==> src/rtl/sw_pkg.sv <==
`default_nettype none
// ============================================================================
//  Module      : sw_pkg
//  Description : Shared stopwatch definitions. Holds the mode encoding driven
//                by the mode FSM and the BCD digit rollover limits.
//  Revision    : 1.0  initial release
// ============================================================================
package sw_pkg;

    // Stopwatch mode. The fourth code (2'd3) is unused and is handled as a hold.
    typedef enum logic [1:0] {
        IDLE    = 2'd0,
        RUNNING = 2'd1,
        CLEAR   = 2'd2
    } state_t;

    // Highest legal value of a decimal digit and of a base-6 (tens of 60) digit.
    localparam logic [3:0] c_bcd_limit_9 = 4'd9;
    localparam logic [3:0] c_bcd_limit_5 = 4'd5;

endpackage
`default_nettype wire

==> src/rtl/bcd_digit.sv <==
`default_nettype none
// ============================================================================
//  Module      : bcd_digit
//  Description : One BCD time digit counting 0..MAX_VAL. Rolls over to 0 on an
//                increment at MAX_VAL and reports that rollover as carry.
//  Ports       : clk   - system clock
//                rst   - synchronous active-high reset
//                inc   - advance the digit by one on this edge
//                clr   - synchronous clear to zero
//                value - current digit value
//                carry - combinational, high when inc rolls the digit over
//  Revision    : 1.0  initial release
// ============================================================================
module bcd_digit #(
    parameter logic [3:0] MAX_VAL = 4'd9
) (
    input  logic       clk,
    input  logic       rst,
    input  logic       inc,
    input  logic       clr,
    output logic [3:0] value,
    output logic       carry
);

    logic [3:0] r_value;
    logic       w_at_max;

    assign w_at_max = (r_value == MAX_VAL);
    assign carry    = inc && w_at_max;
    assign value    = r_value;

    always_ff @(posedge clk) begin
        if (rst || clr) begin
            r_value <= 4'd0;
        end else if (inc) begin
            r_value <= w_at_max ? 4'd0 : r_value + 4'd1;
        end
    end

endmodule
`default_nettype wire

==> src/rtl/sw_timer_ctrl.sv <==
`default_nettype none
// ============================================================================
//  Module      : sw_timer_ctrl
//  Description : Stopwatch time base. Divides clk down to a centisecond tick,
//                keeps an MM:SS:CC BCD time that saturates at 59:59:99, and
//                supports a lap freeze of the displayed value.
//  Ports       : clk      - system clock, rising edge
//                rst      - synchronous active-high reset
//                state    - stopwatch mode (IDLE / RUNNING / CLEAR)
//                lap      - single-cycle lap request
//                disp     - BCD MM:SS:CC, [23:20] min tens .. [3:0] cs ones
//                tick     - one-cycle centisecond strobe
//                lap_hold - disp is showing the frozen lap value
//                ovf      - sticky overflow flag
//  Revision    : 1.0  initial release
// ============================================================================
module sw_timer_ctrl
    import sw_pkg::*;
#(
    parameter int CLK_DIV = 100
) (
    input  logic        clk,
    input  logic        rst,
    input  state_t      state,
    input  logic        lap,
    output logic [23:0] disp,
    output logic        tick,
    output logic        lap_hold,
    output logic        ovf
);

    localparam logic [15:0] c_presc_last = 16'(CLK_DIV - 1);
    localparam logic [23:0] c_time_max   = 24'h595999;
    localparam int          c_num_digits = 6;

    logic [15:0] r_presc;
    logic [23:0] r_lap;
    logic        r_lap_hold;
    logic        r_ovf;

    logic        w_run;
    logic        w_clr;
    logic        w_tick;
    logic        w_at_max;
    logic [23:0] w_time;
    // Ripple increment chain: w_carry[0] advances the cs ones digit and each
    // digit's rollover advances the next one up.
    logic [c_num_digits:0] w_carry;

    // Any code other than RUNNING or CLEAR (including the unused one) holds.
    assign w_run    = (state == RUNNING);
    assign w_clr    = (state == CLEAR);
    assign w_tick   = w_run && (r_presc == c_presc_last);
    assign w_at_max = (w_time == c_time_max);

    // Suppressing the increment at 59:59:99 is what makes the time saturate.
    assign w_carry[0] = w_tick && !w_at_max;

    genvar gi;
    generate
        for (gi = 0; gi < c_num_digits; gi++) begin : g_digit
            // Digits 3 (sec tens) and 5 (min tens) count base 6.
            localparam logic [3:0] c_max = ((gi == 3) || (gi == 5)) ? c_bcd_limit_5
                                                                    : c_bcd_limit_9;
            bcd_digit #(
                .MAX_VAL (c_max)
            ) u_digit (
                .clk   (clk),
                .rst   (rst),
                .inc   (w_carry[gi]),
                .clr   (w_clr),
                .value (w_time[4*gi +: 4]),
                .carry (w_carry[gi+1])
            );
        end
    endgenerate

    always_ff @(posedge clk) begin
        if (rst || w_clr) begin
            r_presc    <= 16'd0;
            r_lap      <= 24'd0;
            r_lap_hold <= 1'b0;
            r_ovf      <= 1'b0;
        end else if (w_run) begin
            r_presc <= w_tick ? 16'd0 : r_presc + 16'd1;

            // Lap toggles the freeze; the capture takes the pre-increment
            // time even when a tick lands on the same edge.
            if (lap) begin
                if (!r_lap_hold) begin
                    r_lap      <= w_time;
                    r_lap_hold <= 1'b1;
                end else begin
                    r_lap_hold <= 1'b0;
                end
            end

            // A carry out of the minutes-tens digit cannot occur while the
            // saturation guard is in place, but would also be an overflow.
            if ((w_tick && w_at_max) || w_carry[c_num_digits]) begin
                r_ovf <= 1'b1;
            end
        end
    end

    assign tick     = w_tick;
    assign disp     = r_lap_hold ? r_lap : w_time;
    assign lap_hold = r_lap_hold;
    assign ovf      = r_ovf;

endmodule
`default_nettype wire
==> config.mk <==
export PLATFORM = sky130hd
export DESIGN_NAME = sw_timer_ctrl
export DESIGN_NICKNAME = d
export VERILOG_FILES = /design/src/rtl/sw_pkg.sv /design/src/rtl/bcd_digit.sv /design/src/rtl/sw_timer_ctrl.sv
export SDC_FILE = /design/constraint.sdc
export NUM_CORES = 1
export LEC_CHECK = 0
export CAP_MARGIN = 20
export CELL_PAD_IN_SITES_DETAIL_PLACEMENT = 1
export CELL_PAD_IN_SITES_GLOBAL_PLACEMENT = 1
export CORE_MARGIN = 4
export CORE_UTILIZATION = 40
export DETAILED_ROUTE_END_ITERATION = 10
export PLACE_DENSITY_LB_ADDON = 0.1
export SLEW_MARGIN = 20
export SYNTH_ARGS = -nofsm -noshare
export SYNTH_HDL_FRONTEND = slang
export SYNTH_SLANG_ARGS = --single-unit
==> constraint.sdc <==
create_clock -name clk -period 3.34 [get_ports clk]
set_clock_uncertainty 0.1 [all_clocks]
set_input_delay 0.334 -clock clk [delete_from_list [all_inputs] [get_ports clk]]
set_output_delay 0.334 -clock clk [all_outputs]
set_load 0.01 [all_outputs]
* Word level (Yosys, flattened, before mapping)
Cells that the tools add are included.
** Word-level totals
- Register bits after elaboration :: 66
- Bits of input ports :: 5
- Output and inout bits :: 27
- Word-level logic and storage cells :: 50
** Cells by class
- Add/subtract/negate cells :: 7
- Equal/unequal tests :: 10
- Multiplexer cells :: 9
- Reductions and logical operators :: 14
** Operators with widths (count)
- 4-bit by 1-bit adder with 4-bit output, second input constant :: 6
- 24-bit by 23-bit == test with 1-bit output, second input constant :: 1
- 24-bit 2-to-1 mux :: 1
- 4-bit 2-to-1 mux :: 6
- 16-bit by 1-bit adder with 16-bit output, second input constant :: 1
- 16-bit by 7-bit == test with 1-bit output, second input constant :: 1
- 4-bit == test, second input constant :: 4
- 16-bit 2-to-1 mux :: 1
- 1-bit logical AND :: 9
- 4-bit by 3-bit == test with 1-bit output, second input constant :: 2
- 2-bit AND reduction :: 2
- 2-bit by 1-bit == test with 1-bit output, second input constant :: 1
- 2-bit == test, second input constant :: 1
- 1-bit logical OR :: 2
- 1-bit logical NOT :: 1
- 1-bit 2-to-1 mux :: 1

* Depth between registers and ports, before layout
- Word-level depth :: 11
- Mapped depth :: 9

* By module
Synthesis repeated with hierarchy kept, for this count alone.
** Unflattened totals
- Cells, all modules :: 343
- Area, all modules :: 3240.6 um2
** Modules (own cells, without submodules)
- sw_timer_ctrl :: instances 1, cells an instance 225, area an instance 2099.5 um2
- bcd_digit (g_digit[0].u_digit ...) :: instances 4, cells an instance 20, area an instance 192.7 um2
- bcd_digit (g_digit[3].u_digit ...) :: instances 2, cells an instance 19, area an instance 185.2 um2

* Worst setup path after synthesis
No wires, ideal clock.
- Path type :: register -> register
- Start :: register r_presc[0]
- End :: register r_presc[0]
- Setup time :: 70 ps
- Arrival time :: 1708 ps
- Slack :: 1461 ps
- Cell stages (with the launch flop) :: 10
- Buffers on the path :: 2
- Clock period less this slack :: 1879 ps
- Path through :: dfxtp_1 > ha_1 > and3b_1 > buf_2 > and2_2 > buf_6 > nand2_1 > inv_2 > or3_1 > a21oi_1
** Between the ends
- Longest elaborated chain between the ends :: 3
- Elaborated cells between the ends (all ways) :: 4
- Classes of those cells :: 1 x add/sub; 1 x eq/ne; 1 x mux; 1 x reduce/logical
** RTL lines
- start: declaration :: RTL line sw_timer_ctrl.sv:36 : logic [15:0] r_presc;
- start signal: assignment :: RTL line sw_timer_ctrl.sv:85 : r_presc <= w_tick ? 16'd0 : r_presc + 16'd1;
- 16-bit by 7-bit == test with 1-bit output :: RTL line sw_timer_ctrl.sv:53 : assign w_tick = w_run && (r_presc == c_presc_last);
- 1-bit logical AND :: RTL line sw_timer_ctrl.sv:53
- via tick :: RTL line sw_timer_ctrl.sv:27 : output logic tick,
- 16-bit 2-to-1 mux :: RTL line sw_timer_ctrl.sv:85
The timed path passes the listed nets, and every way through them passes these cells.
A chain may end at the register's enable or synchronous reset.

* Worst setup path in the final report
- Start :: register r_presc[4]
- End :: output port tick
** Between the ends
- Longest elaborated chain between the ends :: 2
** RTL lines (RTL line)
- 16-bit by 7-bit == test with 1-bit output :: sw_timer_ctrl.sv:53
- 1-bit logical AND :: sw_timer_ctrl.sv:53
- end: declaration :: sw_timer_ctrl.sv:27
Every way passes these cells.

==> reports/metrics.cfg <==
[run_status]
status = finished clean

[placement]
dp.cells = 503
io_buffers = 31
place.gp.congestion = 0.785
postPlaceCellArea_mm2 = 0.00372
place_hpwl_mm = 5.77

[setup_path]
path_class = reg2out
worstPathMaxFanout = 5
endpoint_kind = output port
startpoint_type = register
critPathArrivalTime_ns = 2.36
reg2regPathDepth = 5
cp.required_ns = 2.91

[layout]
insertedDiodeCount = 0
fin_nets = 415
ff_latch_area_mm2 = 0.00132
layout_common_cells = 66 x dfxtp_1, 50 x nor2_1, 37 x nand2_1
stdcell_count = 518
final_common_cell = dfxtp_1
drive_above_1_share_pct = 11.9
multi_input_area_mm2 = 0.00186
fillers = 981
layout-area-overhead-vs-synth_pct = 17.2
post-route-cell-area_mm2 = 0.00392

[power_and_ir_drop]
internal_power_mw = 1.21
power_density_mw_per_mm2 = 393
p_leak_nw = 1.36
power_frac_seq_pct = 51.1
ir_drop_mv = 0.177
pwr-share-comb_pct = 3.8
power.total_mw = 1.54
p_sw_share_pct = 21.6
switchingPower_mw = 0.333
clkPwrFrac_pct = 45.1

[cts]
clkSinkCount = 66
root_buffer = clkbuf_8
cts_buffers = 9
path_clk_slew_ns = 0.07
post-cts-setup-buffers = 0
cts_tree = done
insertion_delay_ns = 0.34
cts_resized = 0
cts_max_level = 3
hold_buffers = 0
clockBufferDepth = 2

[floorplanning]
core_mm2 = 0.00818
row_count = 33
io_pins = 32
fp.dieH_um = 99.4
die_w_um = 99.4
die_area_mm2 = 0.00989
initial_core_util_pct = 40.9

[synthesis]
synthAdderAreaFrac_pct = 0.374
syn-instance-count = 383
yosys.area_share.simple_pct = 26.1
synth_area_leaders = dfxtp_1 40%, mux2i_1 8.1%, nor2_1 5.6%, mux2_2 4.4%, nand2_1 4.2%
synth_top_area_share_pct = 39.5
ys_types = 57
synth-edff-count = 0
syn_nets = 389
synth_mux_area_share_pct = 12.5
synth.cell_area_mm2 = 0.00334
ys_seq_area_share_pct = 39.5
avgSynthCellArea_um2 = 8.73
ys.flop_type = dfxtp_1
ys_warn_count = 0
synth-compound-area-share_pct = 11.6
synthXorXnorAreaFrac_pct = 4.98
synth_top_family_by_area = simple AND/OR/NAND/NOR gates
async_flop_share_pct = 0
yosys.area.top_type = dfxtp_1
ys_ff_latch = 66

[min_path]
whs_path_depth = 2
hold_class = reg2reg

[routing]
first_iter_violations = 53
vias = 2785
via_per_inst = 5.38
route.detailed.drc = 0
wl_per_cell_um = 15.6
dr.pass1.iters = 4
drtAntennaViolNets = 0
wirelength_mm = 8.11

[timing]
max_freq_mhz = 358
hold_viol = 0
max-slew-margin-rel_pct = 48.2
period_needed_ns = 2.79
setup_viol = 0
rsz0062_at_grt = no
setup_tns_ns = 0
drv_slew = 0
worstMarginPinSlew_ns = 0.769
fin_crit_sh_pct = 83.6

[global_route]
grt_pass1_wl_mm = 14.2
antenna_found_initial = 0
grt.total_usage_pct = 17.6
grt_pass1_vias = 2910
grt_max_degree = 38
grt_overflow = 0

[job]
maxCapViolCount = 0

cell type report:
class | count | area share [%]
clock buffer | 13 | 4.31
clock inverter | 2 | 0.893
inverter | 14 | 1.34
multi-input combinational | 281 | 47.4
sequential | 66 | 33.7
tap | 105 | 3.35
timing repair buffer | 37 | 9.06
per-stage QoR:
step | util, % | hold WS, ns | setup WS [ns]
CTS | 48.0 | 0.397 | 0.533
global placement | 45.5 | 0.367 | 0.643
detailed placement | 45.5 | 0.376 | 0.593
floorplan | - | 0.354 | 1.46
global route | 48.0 | 0.438 | 0.388
finish | 48.0 | 0.392 | 0.549
power by group through the flow:
stage / clock network [mW] / registers (mW) / logic (mW)
after detailed placement: 0 / 0.807 / 0.0589
after floorplan: 0 / 0.807 / 0.0372
final: 0.695 / 0.789 / 0.0584
after CTS: 0.723 / 0.789 / 0.0594
after global routing: 0.761 / 0.789 / 0.0639
after global placement: 0 / 0.807 / 0.0583
metal layers:
metal  GRT usage [%]  part of all wire (%)  vias to the layer above
li1                -                     -                     1395
met1            22.7                    48                     1348
met5               0                     0                        -
met4            6.62                   1.6                        0
met3            3.58                   2.9                        9
met2            29.1                    47                       33
logic make-up (layout without fill, tap and decap cells):
family / count (synthesis) / in the layout
AOI/OAI and AO/OA: 60 / 60
and+or+nand+nor: 161 / 161
DFF: 66 / 66
muxes: 40 / 40
buffers and inverters: 36 / 66
xor gates and xnor gates: 19 / 19
adders and majority gates: 1 / 1
registers in the layout, summed over array words and instances, names as in the netlist:
signal	cells
g_digit.u_digit.value	24
r_lap	24
r_presc	16
lap_hold	1
ovf	1
Yosys cell counts, types with 2 or more instances:
cell and n:
nor3_1 7, a211oi_1 2, nand4_1 7, mux2_2 13, inv_1 13, nor3b_4 2, buf_6 2, or3_1 5
clkbuf_1 9, a21oi_1 18, o21a_1 2, xnor2_1 9, o311ai_0 4, nand3_1 13, buf_1 2, dfxtp_1 66
and2_1 6, nor4_1 3, nand2b_1 3, buf_4 2, buf_2 7, a31oi_1 2, o31ai_1 3, xor2_1 10
o21ai_0 17, nor4_2 3, and3_1 8, and2_2 2, mux2i_1 27, or4_1 3, nor2_1 50, a21boi_0 2
nand2_1 37
worst max-delay path, cell delays in order, from the launching register on:
cell and delay, ns:
dfxtp_1 0.34, nor4_2 0.41, and3_1 0.43, nand2_1 0.19, inv_2 0.12, clkdlybuf4s50_1 0.54
path summary, 6_finish.rpt:
| kind | startpoint | endpoint | slack [ns] |
|---|---|---|---|
| hold / removal | ovf$_SDFFE_PP0P_ | ovf$_SDFFE_PP0P_ | 0.39 |
| setup reg to reg | r_presc[4]$_SDFFE_PP0N_ | g_digit[1].u_digit.value[0]$_SDFFE_PP0N_ | 1.11 |
| setup / recovery | r_presc[4]$_SDFFE_PP0N_ | tick | 0.55 |
| hold reg to reg | ovf$_SDFFE_PP0P_ | ovf$_SDFFE_PP0P_ | 0.39 |
(Power assumes the default switching activity.)
